<file path="src/rtl/pong_pkg.sv">
// Shared definitions for the Pong input stage: debounce FSM encoding,
// arbitration priority and the board-derived debounce default.
package pong_pkg;

  localparam logic [1:0] ST_RELEASED     = 2'd0;
  localparam logic [1:0] ST_PRESS_WAIT   = 2'd1;
  localparam logic [1:0] ST_PRESSED      = 2'd2;
  localparam logic [1:0] ST_RELEASE_WAIT = 2'd3;

  typedef enum logic [1:0] {
    RELEASED     = ST_RELEASED,
    PRESS_WAIT   = ST_PRESS_WAIT,
    PRESSED      = ST_PRESSED,
    RELEASE_WAIT = ST_RELEASE_WAIT
  } key_state_e;

  typedef enum logic {
    PRIO_UP   = 1'b0,
    PRIO_DOWN = 1'b1
  } prio_e;

  // 20 ms of stable input at the 50 MHz board clock.
  localparam int unsigned CLK_HZ                  = 50_000_000;
  localparam int unsigned DEBOUNCE_MS             = 20;
  localparam int unsigned DEBOUNCE_CYCLES_DEFAULT = (CLK_HZ / 1000) * DEBOUNCE_MS;

endpackage

</file>
<file path="src/rtl/key_debouncer.sv">
// One push-button channel: pin synchronizer, debounce FSM with restart-on-bounce
// counter, debounced level and a one-cycle accepted-press flag.
module key_debouncer
  import pong_pkg::*;
#(
  parameter int unsigned DEBOUNCE_CYCLES = DEBOUNCE_CYCLES_DEFAULT,
  parameter int unsigned SYNC_STAGES     = 2,
  parameter bit          KEY_ACTIVE_LOW  = 1'b1
) (
  input  logic i_clk,
  input  logic i_reset,
  input  logic i_key,
  output logic o_level,
  output logic o_press_pulse
);

  localparam int unsigned CNT_W = $clog2(DEBOUNCE_CYCLES);
  localparam logic [CNT_W-1:0] CNT_MAX = CNT_W'(DEBOUNCE_CYCLES - 1);
  localparam logic [CNT_W-1:0] CNT_ONE = CNT_W'(1);

  logic [SYNC_STAGES-1:0] r_sync;
  logic                   w_s;
  key_state_e             r_state;
  logic [CNT_W-1:0]       r_cnt;
  logic                   r_press;

  // Synchronizer resets to the idle pin level so a held key re-qualifies after reset.
  always_ff @(posedge i_clk) begin
    if (i_reset) begin
      r_sync <= {SYNC_STAGES{KEY_ACTIVE_LOW}};
    end else begin
      r_sync <= {r_sync[SYNC_STAGES-2:0], i_key};
    end
  end

  assign w_s = r_sync[SYNC_STAGES-1] ^ KEY_ACTIVE_LOW;

  always_ff @(posedge i_clk) begin
    if (i_reset) begin
      r_state <= RELEASED;
      r_cnt   <= '0;
      r_press <= 1'b0;
    end else begin
      r_press <= 1'b0;
      case (r_state)
        RELEASED: begin
          if (w_s) begin
            r_state <= PRESS_WAIT;
            r_cnt   <= CNT_ONE;
          end
        end
        PRESS_WAIT: begin
          if (!w_s) begin
            r_state <= RELEASED;
            r_cnt   <= '0;
          end else if (r_cnt == CNT_MAX) begin
            r_state <= PRESSED;
            r_cnt   <= '0;
            r_press <= 1'b1;
          end else begin
            r_cnt <= r_cnt + CNT_ONE;
          end
        end
        PRESSED: begin
          if (!w_s) begin
            r_state <= RELEASE_WAIT;
            r_cnt   <= CNT_ONE;
          end
        end
        RELEASE_WAIT: begin
          if (w_s) begin
            r_state <= PRESSED;
            r_cnt   <= '0;
          end else if (r_cnt == CNT_MAX) begin
            r_state <= RELEASED;
            r_cnt   <= '0;
          end else begin
            r_cnt <= r_cnt + CNT_ONE;
          end
        end
        default: begin
          r_state <= RELEASED;
          r_cnt   <= '0;
        end
      endcase
    end
  end

  assign o_level       = (r_state == PRESSED) || (r_state == RELEASE_WAIT);
  assign o_press_pulse = r_press;

endmodule

</file>
<file path="src/rtl/paddle_key_conditioner.sv">
// Conditions the two paddle buttons into mutually exclusive raket_up/raket_down
// levels, with last-press-wins arbitration and one-cycle press strobes.
module paddle_key_conditioner
  import pong_pkg::*;
#(
  parameter int unsigned DEBOUNCE_CYCLES = DEBOUNCE_CYCLES_DEFAULT,
  parameter int unsigned SYNC_STAGES     = 2,
  parameter bit          KEY_ACTIVE_LOW  = 1'b1
) (
  input  logic inClock,
  input  logic reset,
  input  logic keyUpN,
  input  logic keyDownN,
  output logic raket_up,
  output logic raket_down,
  output logic upPress,
  output logic downPress
);

  logic  w_up_level;
  logic  w_up_press;
  logic  w_down_level;
  logic  w_down_press;
  prio_e w_prio_next;
  prio_e r_prio;
  logic  r_up;
  logic  r_down;
  logic  r_up_press;
  logic  r_down_press;

  key_debouncer #(
    .DEBOUNCE_CYCLES(DEBOUNCE_CYCLES),
    .SYNC_STAGES    (SYNC_STAGES),
    .KEY_ACTIVE_LOW (KEY_ACTIVE_LOW)
  ) u_up (
    .i_clk        (inClock),
    .i_reset      (reset),
    .i_key        (keyUpN),
    .o_level      (w_up_level),
    .o_press_pulse(w_up_press)
  );

  key_debouncer #(
    .DEBOUNCE_CYCLES(DEBOUNCE_CYCLES),
    .SYNC_STAGES    (SYNC_STAGES),
    .KEY_ACTIVE_LOW (KEY_ACTIVE_LOW)
  ) u_down (
    .i_clk        (inClock),
    .i_reset      (reset),
    .i_key        (keyDownN),
    .o_level      (w_down_level),
    .o_press_pulse(w_down_press)
  );

  // Arbitrate with the updated priority so a fresh press wins on its own edge.
  always_comb begin
    w_prio_next = r_prio;
    if (w_up_press) begin
      w_prio_next = PRIO_UP;
    end else if (w_down_press) begin
      w_prio_next = PRIO_DOWN;
    end
  end

  always_ff @(posedge inClock) begin
    if (reset) begin
      r_prio       <= PRIO_UP;
      r_up         <= 1'b0;
      r_down       <= 1'b0;
      r_up_press   <= 1'b0;
      r_down_press <= 1'b0;
    end else begin
      r_prio       <= w_prio_next;
      r_up         <= w_up_level && (!w_down_level || (w_prio_next == PRIO_UP));
      r_down       <= w_down_level && (!w_up_level || (w_prio_next == PRIO_DOWN));
      r_up_press   <= w_up_press;
      r_down_press <= w_down_press;
    end
  end

  assign raket_up   = r_up;
  assign raket_down = r_down;
  assign upPress    = r_up_press;
  assign downPress  = r_down_press;

endmodule
</file>
<file path="config.mk">
export PLATFORM = sky130hd
export DESIGN_NAME = paddle_key_conditioner
export DESIGN_NICKNAME = d
export VERILOG_FILES = /design/src/rtl/pong_pkg.sv /design/src/rtl/key_debouncer.sv /design/src/rtl/paddle_key_conditioner.sv
export SDC_FILE = /design/constraint.sdc
export NUM_CORES = 1
export LEC_CHECK = 0
export BUFFER_PORTS_ARGS = -buffer_cell sky130_fd_sc_hd__buf_2
export CAP_MARGIN = 20
export CORE_MARGIN = 2
export CORE_UTILIZATION = 35
export DETAILED_ROUTE_END_ITERATION = 10
export SYNTH_ARGS = -nofsm -noshare
export SYNTH_HDL_FRONTEND = slang
export SYNTH_SLANG_ARGS = --single-unit
</file>
<file path="constraint.sdc">
create_clock -name inClock -period 3.7 [get_ports inClock]
set_clock_uncertainty 0.1 [all_clocks]
set_input_delay 0.185 -clock inClock [delete_from_list [all_inputs] [get_ports inClock]]
set_output_delay 0.185 -clock inClock [all_outputs]
set_load 0.03 [all_outputs]
</file>
==> results of run 1 <==
stage by stage:
step | cells | hold WS, ns | setup slack (ns)
2_1_floorplan | 309 | 0.189 | 1.75
4_1_cts | 415 | 0.181 | 1.37
6_report | 415 | 0.179 | 1.37
3_3_place_gp | 405 | 0.269 | 1.46
5_1_grt | 415 | 0.192 | 1.20
3_5_place_dp | 405 | 0.272 | 1.40
worst max-delay path by stage:
stage,depth (start not counted),endpoint
3_3_place_gp,7,u_down.r_cnt[7]
6_report,7,u_down.r_cnt[7]
4_1_cts,7,u_down.r_cnt[7]
3_5_place_dp,7,u_down.r_cnt[7]
5_1_grt,7,u_down.r_cnt[7]
2_1_floorplan,7,u_down.r_cnt[17]
where the power goes:
part,internal [mW],switching (mW)
clock network,0.140,0.211
registers,0.596,0.00455
logic,0.0136,0.0211
what timing repair did:
action                                 CTS  global route
hold buffers                             2             0
endpoints found under the hold margin    2             0
gates resized for setup                  0             0
layer usage:
metal  GRT usage [%]  part of all wire, %  vias up
met5               0                    0        -
li1                -                    -     1138
met2            20.5                   45       27
met4            4.48                 0.94        0
met1            16.6                   51      983
met3            2.47                  3.0        4
cell families (layout without fill, tap and decap cells):
family | count (synthesis) | count (layout) | synth area share (%)
mux | 6 | 6 | 2.22
flops | 55 | 55 | 40.7
simple gates | 138 | 138 | 29.9
buf+inv | 18 | 22 | 3.79
xor+xnor | 9 | 9 | 3.19
compound gates | 81 | 81 | 19.3
fa+ha+maj | 2 | 2 | 0.924
synthesized netlist by cell type, drive strengths merged (4+ instances only):
library cell,number
a211oi,4
a21oi,32
a22o,7
a31oi,16
and3,4
buf,9
clkbuf,6
dfxtp,55
mux2i,6
nand2,23
nand2b,8
nand3,23
nand4,10
nor2,22
nor3,12
nor4,5
o21ai,11
or2,5
or3,5
xnor2,5
xor2,4
cell type report:
class / instances / area share, %
tap: 102 / 4.39
timing repair buffer: 11 / 2.41
inverter: 3 / 0.387
sequential: 55 / 37.9
clock inverter: 3 / 0.904
multi-input combinational: 236 / 51.7
clock buffer: 5 / 2.37
registers in the layout, indices dropped and copies added (netlist names), named ones only:
signal	flops
upPress	1
raket_down	1
u_up.o_press_pulse	1
r_prio	1
u_down.r_state	1
u_down.o_press_pulse	1
u_down.r_sync	2
downPress	1
u_up.r_sync	2
u_up.r_state	1
u_down.r_cnt	20
u_up.r_cnt	20
raket_up	1
worst max-delay path, stage by stage (launching register included):
cell	delay [ns]
dfxtp_1	0.35
ha_1	0.27
nand4_4	0.16
nor4_4	0.08
a211oi_4	0.57
buf_4	0.33
or2b_1	0.24
a31oi_1	0.16
==> results.py, run 1 <==
metrics = {
    "status": {
        "status": "finished clean",
    },
    "min_path": {
        "worstHoldPathType": "in2reg",
        "hp-start": "reset",
        "hold_path_end": "u_up.r_cnt[6]",
        "hold_depth": 2,
    },
    "die": {
        "die_y_um": 91.9,
        "fp.dieW_um": 91.9,
        "fp-row-count": 32,
        "die_area_um2": 8450,
        "initial_core_util_pct": 35.6,
        "num_io_pins": 8,
        "core_area_um2": 7610,
    },
    "synth": {
        "synth_area_um2": 2710,
        "netlist_instances": 309,
        "synth-seq-cells": 55,
        "synth_area_leaders": "dfxtp_1 (41%), a21oi_1 (5.7%), nand3_1 (4.1%)",
        "yosysWarnings": 0,
        "seq_area_frac_synth_pct": 40.7,
        "synth_edf_count": 0,
        "synth_fp_nets": 315,
        "synth_area_per_cell_um2": 8.76,
        "synthFlopType": "dfxtp_1",
        "yosysTopAreaCellShare_pct": 40.7,
        "async_reset_ff_share_pct": 0,
        "ys_types": 56,
        "synth_top_area_cell": "dfxtp_1",
    },
    "global_routing": {
        "grt_max_degree": 27,
        "grt_pass1_wl_um": 8720,
        "antenna_found_initial": 0,
        "grt_pass1_vias": 1928,
        "grt-ovfl-total": 0,
        "grt_use_total_pct": 12.6,
    },
    "sta": {
        "setup_tns_ns": 0,
        "final_hold_viol_count": 0,
        "slew_violations": 0,
        "fmax_ghz": 0.429,
        "fin_crit_ns": 2.33,
        "slew_headroom_pct": 44.7,
        "setup_viol": 0,
        "worst_pin_slew_ns": 0.823,
        "rsz0062_at_grt": "false",
        "period_share_pct": 63.1,
    },
    "clock_network": {
        "cts_inserted_buffers": 5,
        "htree_levels": 2,
        "clock_latency_ns": 0.31,
        "postCtsSetupRepairBufs": 0,
        "root_buffer": "clkbuf_8",
        "clk_pin_slew_worst_paths_ns": 0.11,
        "cts_buffer_depth": 2,
        "cts_sinks": 55,
        "cts_tree": "built",
    },
    "setup_path": {
        "critPathCaptureType": "flip-flop",
        "startpoint_type": "flip-flop",
        "rr_worst_depth": 7,
        "critical_path_class": "reg2reg",
        "r2r_setup_slack_ns": 1.37,
        "crit_required_ns": 3.85,
        "arrival_ns": 2.48,
        "r2r_start": "u_down.r_cnt[0]",
        "cp_max_fo": 18,
        "r2r_end": "u_down.r_cnt[7]",
        "crit_path_start": "u_down.r_cnt[0]",
    },
    "flow_run": {
        "maxCapViolCount": 0,
    },
    "finish": {
        "most-common-layout-cells": "dfxtp_1 (55), a21oi_1 (31), nand2_1 (23)",
        "nets": 318,
        "syn2layout_area_growth_pct": 7.44,
        "seqCellArea_um2": 1100,
        "drive_above_1_share_pct": 10.9,
        "final_common_cell": "dfxtp_1",
        "num-fill-cells": 789,
        "diodes": 0,
        "fin_area_um2": 2910,
        "utilization_pct": 38.2,
        "multiInputGateArea_um2": 1500,
    },
    "route": {
        "wl_per_cell_um": 12.0,
        "vias": 2152,
        "drt_wl_total_um": 5000,
        "via_per_inst": 5.19,
        "drc": 0,
        "drt_iter0_drc": 181,
        "ant_nets": 0,
        "drt_pass1_iterations": 4,
    },
    "placed_design": {
        "hpwl_um": 3420,
        "place_area_um2": 2790,
        "io_buffers": 7,
        "gp_congestion": 0.763,
    },
    "pwr": {
        "power.leakage_nw": 0.962,
        "finalPower_uw": 986,
        "vdd_drop_max_mv": 0.170,
        "powerDensity_nw_per_um2": 339,
    },
}
No activity file was read; power rests on OpenSTA's default activity.
==> inputs of run 2 (changes only) <==
- clock period: 3.7 -> 1.9 ns (I/O delays scaled with it)
==> results.py, run 2 (synthesis gave the netlist of run 1 again) <==
metrics = {
    "status": {
        "status": "finished clean",
    },
    "global_routing": {
        "antenna_found_initial": 0,
        "grt_max_degree": 28,
        "grt-ovfl-total": 0,
        "grt_pass1_vias": 2131,
        "grt_pass1_wl_um": 9650,
        "grt_use_total_pct": 13.8,
    },
    "clock_network": {
        "cts_sinks": 55,
        "clk_pin_slew_worst_paths_ns": 0.10,
        "htree_levels": 2,
        "cts_tree": "built",
        "cts_buffer_depth": 2,
        "root_buffer": "clkbuf_8",
        "cts_inserted_buffers": 5,
        "clock_latency_ns": 0.31,
    },
    "finish": {
        "syn2layout_area_growth_pct": 23.5,
        "nets": 361,
        "num-fill-cells": 744,
        "largestRegisters": "u_down.r_cnt x20, u_up.r_cnt x20",
        "fin_cells": 458,
        "most-common-layout-cells": "dfxtp_1 (49), buf_4 (42), a21oi_1 (31)",
        "final_common_cell": "dfxtp_1",
        "drive_above_1_share_pct": 26.1,
        "utilization_pct": 43.9,
        "diodes": 0,
    },
    "die": {
        "die_y_um": 91.9,
        "initial_core_util_pct": 35.6,
        "die_area_um2": 8450,
        "fp.dieW_um": 91.9,
        "num_io_pins": 8,
        "fp-row-count": 32,
        "core_area_um2": 7610,
    },
    "pwr": {
        "pwr-share-seq_pct": 56.6,
        "powerDensity_nw_per_um2": 618,
        "clock_power_share_pct": 39.0,
        "sw_frac_of_total_pct": 21.1,
        "p_int_mw": 1.63,
        "power.leakage_nw": 1.21,
        "p_switching_uw": 436,
        "vdd_drop_max_mv": 0.316,
        "power_frac_comb_pct": 4.4,
    },
    "sta": {
        "slew_headroom_pct": 62.4,
        "period_share_pct": 96.4,
        "setup_tns_ns": 0,
        "setup_viol": 0,
        "whs_ns": 0.331,
        "rsz0062_at_grt": "true",
        "fmax_ghz": 0.546,
        "final_hold_viol_count": 0,
        "slew_violations": 0,
        "fin_crit_ns": 1.83,
        "worst_pin_slew_ns": 0.561,
    },
    "setup_path": {
        "crit_required_ns": 2.01,
        "cp_max_fo": 27,
        "arrival_ns": 1.94,
        "critPathCaptureType": "flip-flop",
        "critical_path_class": "reg2reg",
        "startpoint_type": "flip-flop",
    },
    "flow_run": {
        "maxCapViolCount": 0,
    },
    "route": {
        "drc": 0,
        "drt_pass1_iterations": 4,
        "wl_per_cell_um": 12.6,
        "vias": 2395,
        "via_per_inst": 5.23,
        "drt_iter0_drc": 69,
        "ant_nets": 0,
        "drt_wl_total_um": 5750,
    },
    "placed_design": {
        "io_buffers": 7,
        "gp_congestion": 0.793,
        "dp.cells": 443,
        "hpwl_um": 4050,
    },
    "min_path": {
        "worstHoldPathType": "reg2reg",
    },
}
[run 2: cell types whose count changed in the layout (fill, tap and decap cells not counted), moves of 2 or more]
cell	previous run	this run
ha_4	0	2
nor3_1	11	9
dfxtp_2	0	6
dfxtp_1	55	49
nor3_2	1	3
o21ai_1	1	3
inv_6	2	0
o21ai_0	10	8
ha_1	2	0
buf_4	2	42
[run 2: timing repair]
item                       in CTS  in global routing
setup endpoints to repair       0                 27
hold endpoints to repair        7                  0
hold buffers                    3                  0
gates resized for setup         0                 22
setup buffers                   0                  4
[run 2: worst paths after layout]
check | from | end | slack [ns] | cells past startpoint
max | u_down.r_cnt[0] | u_down.r_cnt[14] | 0.07 | 7
min | u_down.r_sync[0] | u_down.r_sync[1] | 0.33 | 1
min reg2reg | u_down.r_sync[0] | u_down.r_sync[1] | 0.33 | 1
max reg2reg | u_down.r_cnt[0] | u_down.r_cnt[14] | 0.07 | 7
[run 2: power groups by stage]
stage / Clock, mW / Sequential (mW) / Combinational [mW]
CTS: 0.830 / 1.17 / 0.0854
global placement: 0 / 1.19 / 0.0795
global route: 0.879 / 1.17 / 0.101
detailed placement: 0 / 1.19 / 0.0804
floorplan: 0 / 1.19 / 0.0518
finish: 0.805 / 1.17 / 0.0919
[run 2: layer usage]
layer / vias to the layer above / GRT usage (%) / part of all wire [%]
met5: - / 0 / 0
met4: 0 / 4.73 / 1.4
met3: 7 / 2.79 / 2.7
met2: 31 / 21.3 / 44
met1: 1126 / 19.2 / 52
li1: 1231 / - / -
[run 2: area by class of cell]
| cell class | instances | area, um^2 | share of cell area [%] |
|---|---|---|---|
| Clock buffer | 6 | 82.6 | 2.47 |
| Clock inverter | 2 | 35.0 | 1.05 |
| Inverter | 3 | 11.3 | 0.337 |
| Multi-Input combinational cell | 236 | 1570 | 46.9 |
| Sequential cell | 55 | 1110 | 33.2 |
| Tap cell | 102 | 128 | 3.82 |
| Timing Repair Buffer | 54 | 412 | 12.3 |
[run 2: through the flow]
step | worst slack (ns) | instance area, um^2 | power, mW
6_report | 0.0675 | 3340 | 2.06
5_1_grt | -0.0236 | 3340 | 2.15
4_1_cts | 0.0156 | 3240 | 2.08
3_5_place_dp | 0.0393 | 3090 | 1.27
3_3_place_gp | 0.0647 | 3090 | 1.27
2_1_floorplan | 0.0119 | 2710 | 1.24
[run 2: critical path, cell delays in order (launching register included)]
cell	delay, ns
dfxtp_2	0.36
ha_4	0.17
nand4_4	0.14
nor4_4	0.30
a211oi_4	0.12
buf_12	0.18
a21o_1	0.16
a22o_1	0.21
